**config.mk**
```make
export PLATFORM = sky130hd
export DESIGN_NAME = mem_responder
export DESIGN_NICKNAME = d
export VERILOG_FILES = /design/src/rtl/mem_pkg.sv /design/src/rtl/mem_array.sv /design/src/rtl/mem_responder.sv
export SDC_FILE = /design/constraint.sdc
export NUM_CORES = 2
export LEC_CHECK = 0
export CORE_ASPECT_RATIO = 1.1
export CORE_MARGIN = 3
export CORE_UTILIZATION = 40
export DETAILED_ROUTE_END_ITERATION = 16
export PLACE_DENSITY_LB_ADDON = 0.1
export SYNTH_ARGS = -nofsm -noshare
export SYNTH_HDL_FRONTEND = slang
export SYNTH_HIERARCHICAL = 1
export SYNTH_SLANG_ARGS = --single-unit
```
**constraint.sdc**
```tcl
create_clock -name clk -period 3.9 [get_ports clk]
set_input_delay 0.39 -clock clk [delete_from_list [all_inputs] [get_ports clk]]
set_output_delay 0.39 -clock clk [all_outputs]
set_load 0.03 [all_outputs]
```
**src/rtl/mem_pkg.sv**
```systemverilog
// mem_pkg: shared widths, default wait count and FSM state encoding for mem_responder
package mem_pkg;
  localparam int MEM_AW = 8;
  localparam int MEM_DW = 16;
  localparam int MEM_WAIT_CYCLES = 2;
  typedef enum logic [1:0] {IDLE = 2'd0, WAIT = 2'd1, RESP = 2'd2} state_t;
endpackage

```
**src/rtl/mem_array.sv**
```systemverilog
// mem_array: word storage with sync write and registered read; even parity per word under MEM_RESPONDER_PARITY_EN
module mem_array import mem_pkg::*; #(
  parameter int AW = MEM_AW,
  parameter int DW = MEM_DW
) (
  input  logic          clk,
  input  logic          rst,
  input  logic          en,
  input  logic          we,
  input  logic [AW-1:0] addr,
  input  logic [DW-1:0] wdata,
  output logic [DW-1:0] rdata,
  output logic          perr
);
`ifdef MEM_RESPONDER_PARITY_EN
  logic [DW:0] mem [2**AW];
  always_ff @(posedge clk)
    if (en && we) mem[addr] <= {^wdata, wdata};
  always_ff @(posedge clk)
    if (rst) begin
      rdata <= '0;
      perr  <= 1'b0;
    end else if (en && !we) begin
      rdata <= mem[addr][DW-1:0];
      perr  <= ^mem[addr];
    end
`else
  logic [DW-1:0] mem [2**AW];
  always_ff @(posedge clk)
    if (en && we) mem[addr] <= wdata;
  always_ff @(posedge clk)
    if (rst) rdata <= '0;
    else if (en && !we) rdata <= mem[addr];
  assign perr = 1'b0;
`endif
endmodule

```
**src/rtl/mem_responder.sv**
```systemverilog
// mem_responder: single-outstanding memory target with fixed wait latency; parity via MEM_RESPONDER_PARITY_EN
module mem_responder import mem_pkg::*; #(
  parameter int WAIT_CYCLES = MEM_WAIT_CYCLES,
  parameter int AW = MEM_AW,
  parameter int DW = MEM_DW
) (
  input  logic          clk,
  input  logic          rst,
  input  logic          req,
  input  logic          we,
  input  logic [AW-1:0] addr,
  input  logic [DW-1:0] wdata,
  output logic          ack,
  output logic [DW-1:0] rdata,
  output logic          busy,
  output logic          perr
);
  state_t state, state_n;
  logic [3:0] cnt;
  logic we_r, go, op_we, perr_r;
  logic [AW-1:0] addr_r, op_addr;
  logic [DW-1:0] wdata_r, op_wdata;
  always_ff @(posedge clk)
    if (rst) begin
      state   <= IDLE;
      cnt     <= '0;
      we_r    <= 1'b0;
      addr_r  <= '0;
      wdata_r <= '0;
    end else begin
      state <= state_n;
      cnt   <= (state == WAIT && state_n == WAIT) ? cnt + 4'd1 : 4'd0;
      if (state == IDLE && req) begin
        we_r    <= we;
        addr_r  <= addr;
        wdata_r <= wdata;
      end
    end
  always_comb begin
    state_n = state == IDLE ? (req ? (WAIT_CYCLES == 0 ? RESP : WAIT) : IDLE) :
              state == WAIT ? (cnt + 4'd1 == 4'(WAIT_CYCLES) ? RESP : WAIT) : IDLE;
    // With zero wait the commit edge is the capture edge, so use the live inputs then
    go       = !rst && state_n == RESP && state != RESP;
    op_we    = state == IDLE ? we : we_r;
    op_addr  = state == IDLE ? addr : addr_r;
    op_wdata = state == IDLE ? wdata : wdata_r;
  end
  mem_array #(.AW(AW), .DW(DW)) u_mem (
    .clk(clk), .rst(rst), .en(go), .we(op_we), .addr(op_addr),
    .wdata(op_wdata), .rdata(rdata), .perr(perr_r)
  );
  assign ack  = state == RESP;
  assign busy = state != IDLE;
  assign perr = ack && perr_r;
endmodule

```
==> results.md <==
- Htree depth: 5
- Horiz. Die Dim: between 600 and 700 um
- Period utilisation layout: slightly below 100%
- Depth of the most critical reg-to-reg path: 15
- IO Pins: 47
- CP startpoint kind: flop
- CTS buffer count: between 400 and 500
- Vias in the first global route: 84700
- Dpl cells: 13500
- Core Region: between 300000 and 400000 um2
- Met3 GRT Util: between 4 and 5%
- Met2 Use GR: a little over two fifths
- Drt wl/cell: ~38 um
- Max cap viols: 0
- Final Setup Violations: 0
- Via count: between 80000 and 90000
- Placed Area: around 180000 um2
- Initial antenna violation count: 43
- Total GRT Usage: 26.5%
- Origin of the worst setup path: state[0]
- Syn Inst Count: around 7300
- Peak VDD IR: around 400 uV
- Min Tclk post-route: 3.87 ns
- FP Rows: roughly 240
- Critical path data required time: between 4 and 5 ns
- Syn avg cell area: 21.8 um2
- Clock Pin Slew Worst Setup and Hold Paths: ~0.060 ns
- Max FO, Critical Path: 6
- DR pass1 iterations: 8
- Largest net degree at the start of global routing: 109
- Worst setup path end: u_mem/rdata[15]
- Slew Limit Fails: 0
- Clock Latency Late Sink: 0.99 ns
- Netlist cell types: 87
- FMAX: 259 MHz
- Critical path class: reg2reg
- R2R setup slack: 0.03 ns
- Clk_skew: approximately 0.048 ns
- Status: finished, final reports clean
- Global-route wire length before repair: 734000 um
- Netlist Area Pre-Place: about 160000 um2
- CTS tree: yes
- CTS max path bufs: 4
- Design area: a little under 200000 um2
- Vias per cell: between 5 and 6
- Commonest register cell after synthesis: edfxtp_1
- Grt ovf: 0
- Synthesis-to-layout area growth: 22.5%
- Die ar.: roughly 400000 um2
- CTS Root Buffer Type: clkbuf_16
- Crit path capture type: flop
- Share of cells above drive strength 1: 36.0%
- Crit path DAT: approximately 4.7 ns
- Worst Hold Margin: 0.0538 ns
- Final net count: around 8700
- GRT met1 Usage: between 30% and 40%
- Sequential area share after synthesis: between 70 and 80%
- Ys Warns: 6
- Initial DRC count: ~11000
- Clock sink count: about 4100
- RSZ-0062 raised after global routing: yes
- Die Span Y: approximately 670 um
- Cell Pwr Density: ~540 nW/um2
- DRC: 0
- # fillers: ~32000
- RePlAce Congestion: roughly 0.9
- Rel. slew slack: roughly 12%
- Syn_nets: ~7300
- Yosys reg bits: 4143
- FF-to-FF Start: state[0]
- Initial Util: about two fifths
- Worst Hold Class: in2reg
- Port buffer count: 45
- Synth async-reset ratio: 0%
- Total wire length: 539000 um
- Final ANT Viol Nets: 0
- Reg-to-reg endpoint: u_mem/rdata[15]
- Pleak: just over 60 nW
- Busiest layer in global routing: met2
- Final Hold Vio Count: 0
- Layout Cells excl Fill: 14300
- Tightest Pin Transition: ~1.3 ns
- DPL Wire Length: approximately 350000 um
- Post-synth EDFFs: ~4100
metrics by stage:
step / setup WS [ns] / total power [mW] / setup TNS, ns / utilization (%)
detailed placement: -0.928 / 65.0 / -30.55 / 45.5
global route: -0.0230 / 108 / -0.0745 / 49.2
finish: 0.0327 / 105 / 0 / 49.2
floorplan: -0.259 / 57.4 / -46.54 / -
global placement: -1.22 / 64.8 / -41.84 / 45.5
CTS: 0.00237 / 106 / 0 / 49.1
state kept, by name, summed over array words and instances, names as in the netlist:
name         cells
state            2
u_mem/mem     4096
addr_r           8
wdata_r         16
u_mem/rdata     16
cnt              4
we_r             1
cell usage in the layout, fill, tap and decap left out, types with 47 or more instances in the layout:
cell,Yosys,layout
a21oi_1,79,77
a22oi_1,116,111
buf_12,3,428
buf_4,79,887
clkbuf_1,178,85
clkbuf_16,0,437
clkinv_1,3,108
clkinv_2,0,76
dfxtp_1,47,47
edfxtp_1,4096,4096
mux2i_1,164,161
mux4_2,946,946
nand2_1,215,205
nor2_1,312,172
nor2_2,0,138
nor3_2,0,57
o21ai_0,59,56
o22ai_1,167,165
cells in the mapped netlist, types with 19 or more instances:
| library cell | number | area (um2) |
|---|---|---|
| nor2_1 | 312 | 1170 |
| nor4_1 | 27 | 169 |
| buf_6 | 36 | 405 |
| mux4_2 | 946 | 21300 |
| nand3_1 | 56 | 280 |
| mux2_2 | 56 | 631 |
| buf_1 | 29 | 109 |
| nor3_1 | 103 | 515 |
| nor2b_1 | 25 | 156 |
| mux2i_1 | 164 | 1640 |
| clkbuf_1 | 178 | 668 |
| nand2_1 | 215 | 807 |
| o221ai_1 | 26 | 228 |
| buf_2 | 107 | 536 |
| o22ai_1 | 167 | 1040 |
| a211oi_1 | 33 | 248 |
| a221oi_1 | 26 | 228 |
| a22oi_1 | 116 | 871 |
| o22a_1 | 36 | 315 |
| edfxtp_1 | 4096 | 123000 |
| o21ai_0 | 59 | 295 |
| dfxtp_1 | 47 | 941 |
| and3_1 | 19 | 119 |
| a21oi_1 | 79 | 395 |
| buf_4 | 79 | 593 |
| o211ai_1 | 21 | 158 |
repair_timing:
action / in CTS / in global routing
gates cloned: 2 / 0
resized for setup: 56 / 63
hold buffers: 17 / 0
endpoints found under the setup margin: 269 / 16
pin swaps: 8 / 13
hold endpoints to repair: 30 / 0
buffers inserted: 14 / 6
where the power goes:
group	switching (mW)	total, mW	internal [mW]
Clock	17.4	40.7	23.4
Combinational	8.89	14.2	5.30
Sequential	0.0466	50.1	50.0
Total	26.3	105	78.7
area by class of cell:
type / count / area, um2 / share of cell area, %
Timing Repair Buffer: 1395 / 16100 / 8.28
Antenna cell: 13 / 32.5 / 0.0167
Multi-Input combinational cell: 2697 / 34100 / 17.5
Inverter: 10 / 45.0 / 0.0231
Clock buffer: 522 / 11300 / 5.78
Sequential cell: 4143 / 124000 / 63.7
Tap cell: 5246 / 6560 / 3.37
Clock inverter: 264 / 2530 / 1.30
how the worst min path moves through the flow:
stage                     startpoint  slack (ns)  depth (start not counted)          end
final                      wdata[11]        0.05                          3  wdata_r[11]
after global routing       wdata[14]        0.06                          3  wdata_r[14]
after CTS                  wdata[11]       0.004                          3  wdata_r[11]
after detailed placement   addr_r[7]        0.45                          2    addr_r[7]
after global placement          we_r        0.44                          2         we_r
after floorplan            addr_r[7]        0.43                          2    addr_r[7]
cells by family (layout without fill, tap and decap cells):
| group | count (synthesis) | count (layout) | synth area share, % |
|---|---|---|---|
| other | 1 | 14 | 0.00236 |
| and+or+nand+nor | 831 | 831 | 2.37 |
| DFF | 4143 | 4143 | 78.0 |
| buffers and inverters | 450 | 2191 | 1.56 |
| xor gates and xnor gates | 2 | 2 | 0.0110 |
| AOI/OAI and AO/OA | 682 | 682 | 3.03 |
| muxes | 1177 | 1179 | 15.0 |
| adders and majority gates | 2 | 2 | 0.0157 |
layer usage:
layer | part of all wire, % | vias to the layer above
li1 | - | 33700
met1 | 41 | 46700
met2 | 48 | 3498
met3 | 7.3 | 751
met4 | 4.1 | 24
met5 | 0.028 | -
worst max-delay path, stage by stage, from the launching register on:
cell and delay (ns):
dfxtp_1 0.40, nor2_4 0.06, buf_12 0.13, buf_4 0.14, mux2_8 0.37, buf_16 0.23, buf_8 0.21, buf_4 0.23
buf_4 0.19, mux4_2 0.34, mux2i_2 0.24, o31ai_2 0.19, nor4_2 0.39, a311oi_4 0.22, buf_4 0.19, a41o_1 0.19
No activity file was read; power rests on OpenSTA's default activity.
